File: src/rtl/fetch_stage.sv
// fetch_stage: instruction-fetch stage plus the IF/ID pipeline register.
// Holds the PC, fetches over a variable-latency req/ack instruction port,
// honours hazard stalls and branch/jump redirects, and inserts NOP bubbles.
// Optional build macro FETCH_PERF_EN adds perf_fetched / perf_stall_cyc.
//
// Memory handshake: imem_req=1 means imem_addr is a live request and stays
// stable until the memory answers. imem_ack is meaningful only in a cycle
// where imem_req=1; that cycle completes the request and imem_rdata is
// valid. An ack while imem_req=0 is ignored.
module fetch_stage #(
    parameter int              LEN_INST = 32,
    parameter int              ADDR_W   = 32,
    parameter logic [ADDR_W-1:0] RESET_PC = '0
) (
    input  logic                clk,
    input  logic                rst,
    input  logic                stall,
    input  logic                redirect,
    input  logic [ADDR_W-1:0]   redirect_pc,
    output logic                imem_req,
    output logic [ADDR_W-1:0]   imem_addr,
    input  logic                imem_ack,
    input  logic [LEN_INST-1:0] imem_rdata,
    output logic [LEN_INST-1:0] if_id_inst,
    output logic [ADDR_W-1:0]   if_id_pc4,
    output logic                if_id_valid
`ifdef FETCH_PERF_EN
    ,
    output logic [31:0]         perf_fetched,
    output logic [31:0]         perf_stall_cyc
`endif
);

    // FETCH: request outstanding; HOLD: response parked while stalled;
    // DROP: waiting out a request made stale by a redirect.
    typedef enum logic [1:0] {
        S_FETCH = 2'd0,
        S_HOLD  = 2'd1,
        S_DROP  = 2'd2
    } state_e;

    state_e                state_q, state_d;
    logic                  started_q;
    logic [ADDR_W-1:0]     pc_q, pc_d;
    logic [ADDR_W-1:0]     req_addr_q, req_addr_d;
    logic [LEN_INST-1:0]   buf_inst_q, buf_inst_d;
    logic [ADDR_W-1:0]     buf_pc4_q, buf_pc4_d;
    logic [LEN_INST-1:0]   inst_q, inst_d;
    logic [ADDR_W-1:0]     pc4_q, pc4_d;
    logic                  valid_q, valid_d;
    logic                  wr_valid;
    logic                  ack_v;
    logic [ADDR_W-1:0]     req_pc4;
    logic [ADDR_W-1:0]     redirect_tgt;
    logic                  unused_bits;

    // No request in the first cycle after reset so a late ack for a
    // pre-reset request lands while imem_req=0 and is ignored.
    assign imem_req     = started_q && (state_q != S_HOLD);
    assign imem_addr    = req_addr_q;
    assign ack_v        = imem_req && imem_ack;
    assign req_pc4      = req_addr_q + ADDR_W'(4);
    assign redirect_tgt = {redirect_pc[ADDR_W-1:2], 2'b00};
    assign unused_bits  = ^redirect_pc[1:0];

    assign if_id_inst   = inst_q;
    assign if_id_pc4    = pc4_q;
    assign if_id_valid  = valid_q;

    // Next-state, PC, hold buffer and IF/ID update; redirect beats stall.
    always_comb begin
        state_d    = state_q;
        pc_d       = pc_q;
        req_addr_d = req_addr_q;
        buf_inst_d = buf_inst_q;
        buf_pc4_d  = buf_pc4_q;
        inst_d     = inst_q;
        pc4_d      = pc4_q;
        valid_d    = valid_q;
        wr_valid   = 1'b0;

        if (redirect) begin
            inst_d     = '0;
            valid_d    = 1'b0;
            pc_d       = redirect_tgt;
            buf_inst_d = '0;
            buf_pc4_d  = '0;
            if (state_q == S_DROP) begin
                // Already discarding: only retarget; finish drop on ack.
                if (ack_v) begin
                    state_d    = S_FETCH;
                    req_addr_d = redirect_tgt;
                end
            end else if (state_q == S_FETCH && imem_req && !ack_v) begin
                // Keep the old request alive until memory answers it.
                state_d = S_DROP;
            end else begin
                state_d    = S_FETCH;
                req_addr_d = redirect_tgt;
            end
        end else begin
            case (state_q)
                S_FETCH: begin
                    if (started_q) begin
                        if (ack_v) begin
                            if (stall) begin
                                buf_inst_d = imem_rdata;
                                buf_pc4_d  = req_pc4;
                                state_d    = S_HOLD;
                            end else begin
                                inst_d     = imem_rdata;
                                pc4_d      = req_pc4;
                                valid_d    = 1'b1;
                                wr_valid   = 1'b1;
                                pc_d       = req_pc4;
                                req_addr_d = req_pc4;
                            end
                        end else if (!stall) begin
                            inst_d  = '0;
                            valid_d = 1'b0;
                        end
                    end
                end
                S_HOLD: begin
                    if (!stall) begin
                        inst_d     = buf_inst_q;
                        pc4_d      = buf_pc4_q;
                        valid_d    = 1'b1;
                        wr_valid   = 1'b1;
                        pc_d       = buf_pc4_q;
                        req_addr_d = buf_pc4_q;
                        state_d    = S_FETCH;
                    end
                end
                S_DROP: begin
                    inst_d  = '0;
                    valid_d = 1'b0;
                    if (ack_v) begin
                        state_d    = S_FETCH;
                        req_addr_d = pc_q;
                    end
                end
                default: begin
                    state_d = S_FETCH;
                end
            endcase
        end
    end

    // State, PC, request address, hold buffer and IF/ID registers.
    always_ff @(posedge clk) begin
        if (!rst) begin
            state_q    <= S_FETCH;
            started_q  <= 1'b0;
            pc_q       <= RESET_PC;
            req_addr_q <= RESET_PC;
            buf_inst_q <= '0;
            buf_pc4_q  <= '0;
            inst_q     <= '0;
            pc4_q      <= '0;
            valid_q    <= 1'b0;
        end else begin
            state_q    <= state_d;
            started_q  <= 1'b1;
            pc_q       <= pc_d;
            req_addr_q <= req_addr_d;
            buf_inst_q <= buf_inst_d;
            buf_pc4_q  <= buf_pc4_d;
            inst_q     <= inst_d;
            pc4_q      <= pc4_d;
            valid_q    <= valid_d;
        end
    end

`ifdef FETCH_PERF_EN
    logic [31:0] perf_fetched_q, perf_stall_cyc_q;

    assign perf_fetched   = perf_fetched_q;
    assign perf_stall_cyc = perf_stall_cyc_q;

    // Count valid IF/ID writes and stalled cycles; both wrap naturally.
    always_ff @(posedge clk) begin
        if (!rst) begin
            perf_fetched_q   <= '0;
            perf_stall_cyc_q <= '0;
        end else begin
            if (wr_valid) perf_fetched_q <= perf_fetched_q + 32'd1;
            if (stall)    perf_stall_cyc_q <= perf_stall_cyc_q + 32'd1;
        end
    end
`else
    logic unused_perf;
    assign unused_perf = wr_valid;
`endif

endmodule

File: config.mk
export PLATFORM = sky130hd
export DESIGN_NAME = fetch_stage
export DESIGN_NICKNAME = d
export VERILOG_FILES = /design/src/rtl/fetch_stage.sv
export SDC_FILE = /design/constraint.sdc
export NUM_CORES = 1
export LEC_CHECK = 0
export CAP_MARGIN = 30
export CELL_PAD_IN_SITES_DETAIL_PLACEMENT = 1
export CELL_PAD_IN_SITES_GLOBAL_PLACEMENT = 1
export CORE_MARGIN = 2
export CORE_UTILIZATION = 35
export CTS_CLUSTER_SIZE = 12
export DETAILED_ROUTE_END_ITERATION = 10
export PLACE_DENSITY_LB_ADDON = 0.12
export SKIP_CTS_REPAIR_TIMING = 1
export SLEW_MARGIN = 20
export SYNTH_ARGS = -nofsm -noshare
export SYNTH_HDL_FRONTEND = slang
export SYNTH_SLANG_ARGS = --single-unit
File: constraint.sdc
create_clock -name clk -period 2.1 [get_ports clk]
set_input_delay 0.315 -clock clk [delete_from_list [all_inputs] [get_ports clk]]
set_output_delay 0.315 -clock clk [all_outputs]
set_load 0.01 [all_outputs]
# After elaboration in Yosys (flattened, before gate mapping)
# Cells that the tools add are included.
dict set report totals {
  inputBits 69
  output_inout_bits 98
  ff_bits 196
}
dict set report op_classes {
  add_sub_neg 1
  n_reduce_logical 19
  mux 33
  n_bitwise 2
  n_eq_ne 15
}
# op count
set ops {}
lappend ops {{$mux W32} 15}
lappend ops {{$pmux W32 S3} 2}
lappend ops {{$pmux W32 S2} 1}
lappend ops {{$add A32 B3 Y32 const B} 1}
lappend ops {{$ne A3 B3 Y1 const B} 7}
lappend ops {{$mux W2} 8}
lappend ops {{$reduce_and A4 Y1} 3}
lappend ops {{$ne A2 B2 Y1 const B} 5}
lappend ops {{$reduce_and A5 Y1} 2}
lappend ops {{$reduce_and A7 Y1} 1}
lappend ops {{$pmux W2 S3} 1}
lappend ops {{$reduce_and A6 Y1} 1}
lappend ops {{$reduce_bool A3 Y1} 2}
lappend ops {{$mux W1} 5}
lappend ops {{$logic_and A1 B1 Y1} 4}
lappend ops {{$reduce_bool A4 Y1} 1}
lappend ops {{$pmux W1 S3} 1}
lappend ops {{$reduce_and A3 Y1} 1}
lappend ops {{$eq A2 B1 Y1 const B} 1}
lappend ops {{$eq A2 B2 Y1 const B} 1}
lappend ops {{$logic_not A2 Y1} 1}
lappend ops {{$ne A2 B1 Y1 const B} 1}
lappend ops {{$not A1 Y1} 2}
lappend ops {{$reduce_bool A2 Y1} 1}
lappend ops {{other kinds (2)} 2}

# Logic depth before layout (Yosys ltp)
dict set report logic_depth {
  depth_word 8
  depth_mapped 10
  depth_no_buf 7
}

# Worst setup path before layout
# Ideal clock, no wire load.
dict set report synth_path {
  path_type {reg-to-reg}
  from {register req_addr_q[2], in the netlist imem_addr[2]}
  to {register pc4_q[28], in the netlist if_id_pc4[28]}
  period_less_slack_ns 2.164
  stages_incl_launch_ff 7
  n_path_buf 0
  arrival_ns 2.093
  setup_time_ns 0.070
  path_slack_ns -0.064
  cell_sequence {dfxtp_1 -> ha_1 -> and3_2 -> nand4_4 -> or4_4 -> a311o_1 -> a21oi_1}
}
dict set report synth_via {
  elab_chain_cells 5
}
# item line_no
set synth_lines {}
lappend synth_lines {{from (decl)} 45} ;# logic [ADDR_W-1:0] req_addr_q, req_addr_d;
lappend synth_lines {{from (signal assigned)} 166} ;# req_addr_q <= req_addr_d;
lappend synth_lines {{$add A32 B3 Y32} 62} ;# assign req_pc4 = req_addr_q + ADDR_W'(4);
lappend synth_lines {{$mux W32} 106} ;# if (stall) begin
lappend synth_lines {{$mux W32} 105} ;# if (ack_v) begin
lappend synth_lines {{$mux W32} 104} ;# if (started_q) begin
lappend synth_lines {{$pmux W32 S2} 102} ;# case (state_q)
lappend synth_lines {{to (signal assigned)} 170} ;# pc4_q <= pc4_d;
lappend synth_lines {{to (decl)} 49} ;# logic [ADDR_W-1:0] pc4_q, pc4_d;
# Every way passes these cells. The select of a mux whose other input is x is not followed.
# A chain may end at the register's enable or synchronous reset.

# Worst setup path in the final report
dict set report layout_path {
  from {register state_q[1]}
  to {register req_addr_q[14], in the netlist imem_addr[14]}
}
dict set report layout_via {
  elab_chain_cells 7
  elab_cells_between_ends 20
  cone_classes {9 x eq/ne; 3 x mux; 8 x reduce/logical}
}
# item line_no
set layout_lines {}
lappend layout_lines {{from (decl)} 42} ;# state_e state_q, state_d;
lappend layout_lines {{from (signal assigned)} 163} ;# state_q <= state_d;
lappend layout_lines {{$ne A2 B1 Y1} 59} ;# assign imem_req = started_q && (state_q != S_HOLD);
lappend layout_lines {{$logic_and A1 B1 Y1} 59}
lappend layout_lines {{$logic_and A1 B1 Y1} 61} ;# assign ack_v = imem_req && imem_ack;
lappend layout_lines {{$logic_not A1 Y1} 94} ;# end else if (state_q == S_FETCH && imem_req && !ack_v) begin
lappend layout_lines {{$logic_and A1 B1 Y1} 94}
lappend layout_lines {{$ne A3 B3 Y1 (no source line)} -}
lappend layout_lines {{$reduce_and A7 Y1 (no source line)} -}
# Several ways; a longest one is shown, not always the timed one.

==> metrics.yaml <==
via_per_inst: 5.78
async_flop_share: 0
ant_nets: 0
rsz0062_at_grt: "true"
gp_congestion: 0.846
p_switching_w: 0.00280
nNetsFinal: 1503
ioPinCount: 167
combPwrFrac: 0.193
clk_latency_ns: 0.45
routed_wl_um: 37700
row_count: 60
post-dp-hpwl_um: 25600
path_cells: "buf_4 -> ha_4 -> or4_4 -> o211a_4 -> buf_4 -> buf_12 -> a311oi_1"
clock.fmax_ghz: 0.476
ys_ff_latch: 196
cts_htree_levels: 4
syn-instance-count: 1219
placed_cells: 1742
leakage_nw: 4.63
fin_ws_ns: -0.00235
holdPathEnd: "started_q"
grt_first_pass_wirelength_um: 58200
power_w: 0.00906
hold_path.class: "in -> reg"
rr_startpoint: "state_q[1]"
portBuffers: 164
critPathCaptureType: "register"
grt_antenna_before_repair: 0
drv_cap: 0
power_density_mw_per_mm2: 680
startpoint_type: "register"
dpl_cell_area_mm2: 0.0124
worstPathRequired_ns: 2.42
hold_depth: 1
syn_to_final_growth_pct: 40.1
drv_slew: 0
chipHeight_um: 169
wl_per_cell_um: 21.1
synth_top_family_by_area: "compound AO/OA/AOI/OAI gates"
drt_iter0_drc: 685
layout_common_cells: "dfxtp_1 (190), clkdlybuf4s50_1 (161), nand2_1 (157), a21oi_1 (126), buf_4 (107)"
design_area_mm2: 0.0133
synth_ff_type: "dfxtp_1"
clock_skew_ns: 0.0183
cts.reportedPaths.clkPinSlew_ns: 0.08
status: "finished with violations"
timing.critical_path.mode_cell: "buf_4"
cts_max_path_buffers: 2
initial_utilization: 0.355
dieArea_mm2: 0.0285
synth-edff-count: 0
synth_simple_gate_area_frac: 0.217
grt_max_degree: 92
syn-num-nets: 1293
drive_gt1_frac: 0.160
synth.avg_cell_area_um2: 7.81
worst-r2r-cell-count: 7
cts_tree: "yes"
antennaDiodeCount: 0
synth_area_mm2: 0.00952
synthMuxAreaShare: 0.0108
gr-total-overflow: 0
worstHoldStart: "rst"
regToRegSetupSlack_ns: -0.002
clockPowerShare: 0.365
yosysSeqAreaShare: 0.412
hold-worst-slack_ns: 0.192
r2r-end: "imem_addr[14]"
switching_share: 0.309
p_int_w: 0.00626
cpPeakStageDelay_ns: 0.52
core-area_mm2: 0.0268
synth_xor_area_frac: 0.0120
grt_usage: 0.259
synth_adder_area_share: 0.00657
maxSlewHeadroom: 0.685
hold_viol: 0
final_cells: 1783
dr.pass1.iters: 5
cts_root_buffer: "clkbuf_16"
synth-compound-area-share: 0.290
die_x_um: 169
num_vias: 10300
tns_ns: -0.00235
seqPwrFrac: 0.442
drc: 0
violations: "setup timing"
grt_pass1_vias: 10400
crit_slowest_cell: "or4_4"
cp_max_fo: 7
tightestPinTransition_ns: 0.468
final_common_cell: "dfxtp_1"
numCtsBuffers: 17
cts_sinks: 196
fin_crit_ns: 2.10
ir_worst_vdd_v: 0.000413
crit_type: "reg -> reg"
fin_crit_sh: 1.00
cp.arrival_ns: 2.43
synth_cell_type_count: 64
ys.warnings.count: 0
setup_viol: 1
## per-layer routing
metal / wire [µm] / share of wire / GRT usage / up-vias
li1: - / - / - / 4888
met5: 0 / 0 / 0 / -
met4: 700 / 0.019 / 0.0693 / 0
met2: 18200 / 0.48 / 0.438 / 251
met3: 1400 / 0.037 / 0.0248 / 49
met1: 17300 / 0.46 / 0.353 / 5112
## registers in the layout, summed over array words and instances (netlist names)
| name | flops |
|---|---|
| buf_inst_q | 32 |
| started_q | 1 |
| buf_pc4_q | 32 |
| pc_q | 32 |
| if_id_valid | 1 |
| if_id_pc4 | 32 |
| imem_addr | 32 |
| state_q | 2 |
| if_id_inst | 32 |
## worst max-delay path by stage
stage                     from        endpoint  slack (ns)  cells past startpoint
floorplan           state_q[0]  if_id_inst[10]       -0.05                      8
global placement      imem_ack         pc_q[2]       -0.12                      8
detailed placement    imem_ack        pc_q[20]       -0.16                      7
CTS                 state_q[1]   if_id_pc4[27]       -0.17                      9
global route        state_q[0]    imem_addr[1]       -0.07                      7
finish              state_q[1]   imem_addr[14]      -0.002                      7
## power groups by stage
stage               clock [W]  sequential, W  combinational, W
floorplan                   0        0.00412          0.000710
global placement            0        0.00407           0.00165
detailed placement          0        0.00408           0.00168
CTS                   0.00338        0.00400           0.00169
global route          0.00352        0.00402           0.00189
finish                0.00331        0.00400           0.00175
## critical path: cells and delay by family (launching register included)
family	cells	cell delay [ns]
adder cells (fa/ha/maj)	1	0.18
buffers and inverters	3	0.44
AO/OA/AOI/OAI	2	0.48
flip-flops	1	0.36
AND/OR/NAND/NOR	1	0.52
## area by class of cell
| class | count | area (µm²) |
|---|---|---|
| clock buffers | 18 | 429 |
| clock inverters | 14 | 138 |
| fillers | 3180 | 13500 |
| inverters | 13 | 51.3 |
| multi-input cells | 899 | 5360 |
| flip-flops and latches | 196 | 3940 |
| well taps | 341 | 427 |
| repair buffers | 302 | 2990 |
## Yosys cell counts, types with 12 or more instances
cell | instances | area (µm²)
o21ai_0 | 97 | 485
nand4_1 | 17 | 106
a211oi_1 | 46 | 345
a21oi_1 | 127 | 636
buf_1 | 13 | 48.8
clkbuf_1 | 86 | 323
a22oi_1 | 46 | 345
nor3_1 | 36 | 180
o211ai_1 | 21 | 158
nand3_1 | 31 | 155
a221oi_1 | 12 | 105
a31oi_1 | 14 | 87.6
nand2_1 | 159 | 597
nor4_1 | 16 | 100
dfxtp_1 | 196 | 3920
nor2_1 | 110 | 413
nand2b_1 | 19 | 119
## through the flow
step | setup slack, ns | util
after detailed placement | -0.163 | 0.462
final | -0.00235 | 0.497
after global placement | -0.120 | 0.462
after global routing | -0.0732 | 0.497
after CTS | -0.174 | 0.483
after floorplan | -0.0471 | -
## cell families after synthesis
| family | after synthesis |
|---|---|
| buffers and inverters | 124 |
| AOI/OAI and AO/OA | 433 |
| DFF | 196 |
| and+or+nand+nor | 438 |
| adders and majority gates | 5 |
| xor gates and xnor gates | 13 |
| muxes | 10 |
Note: power is estimated with default switching activity, not from simulation.
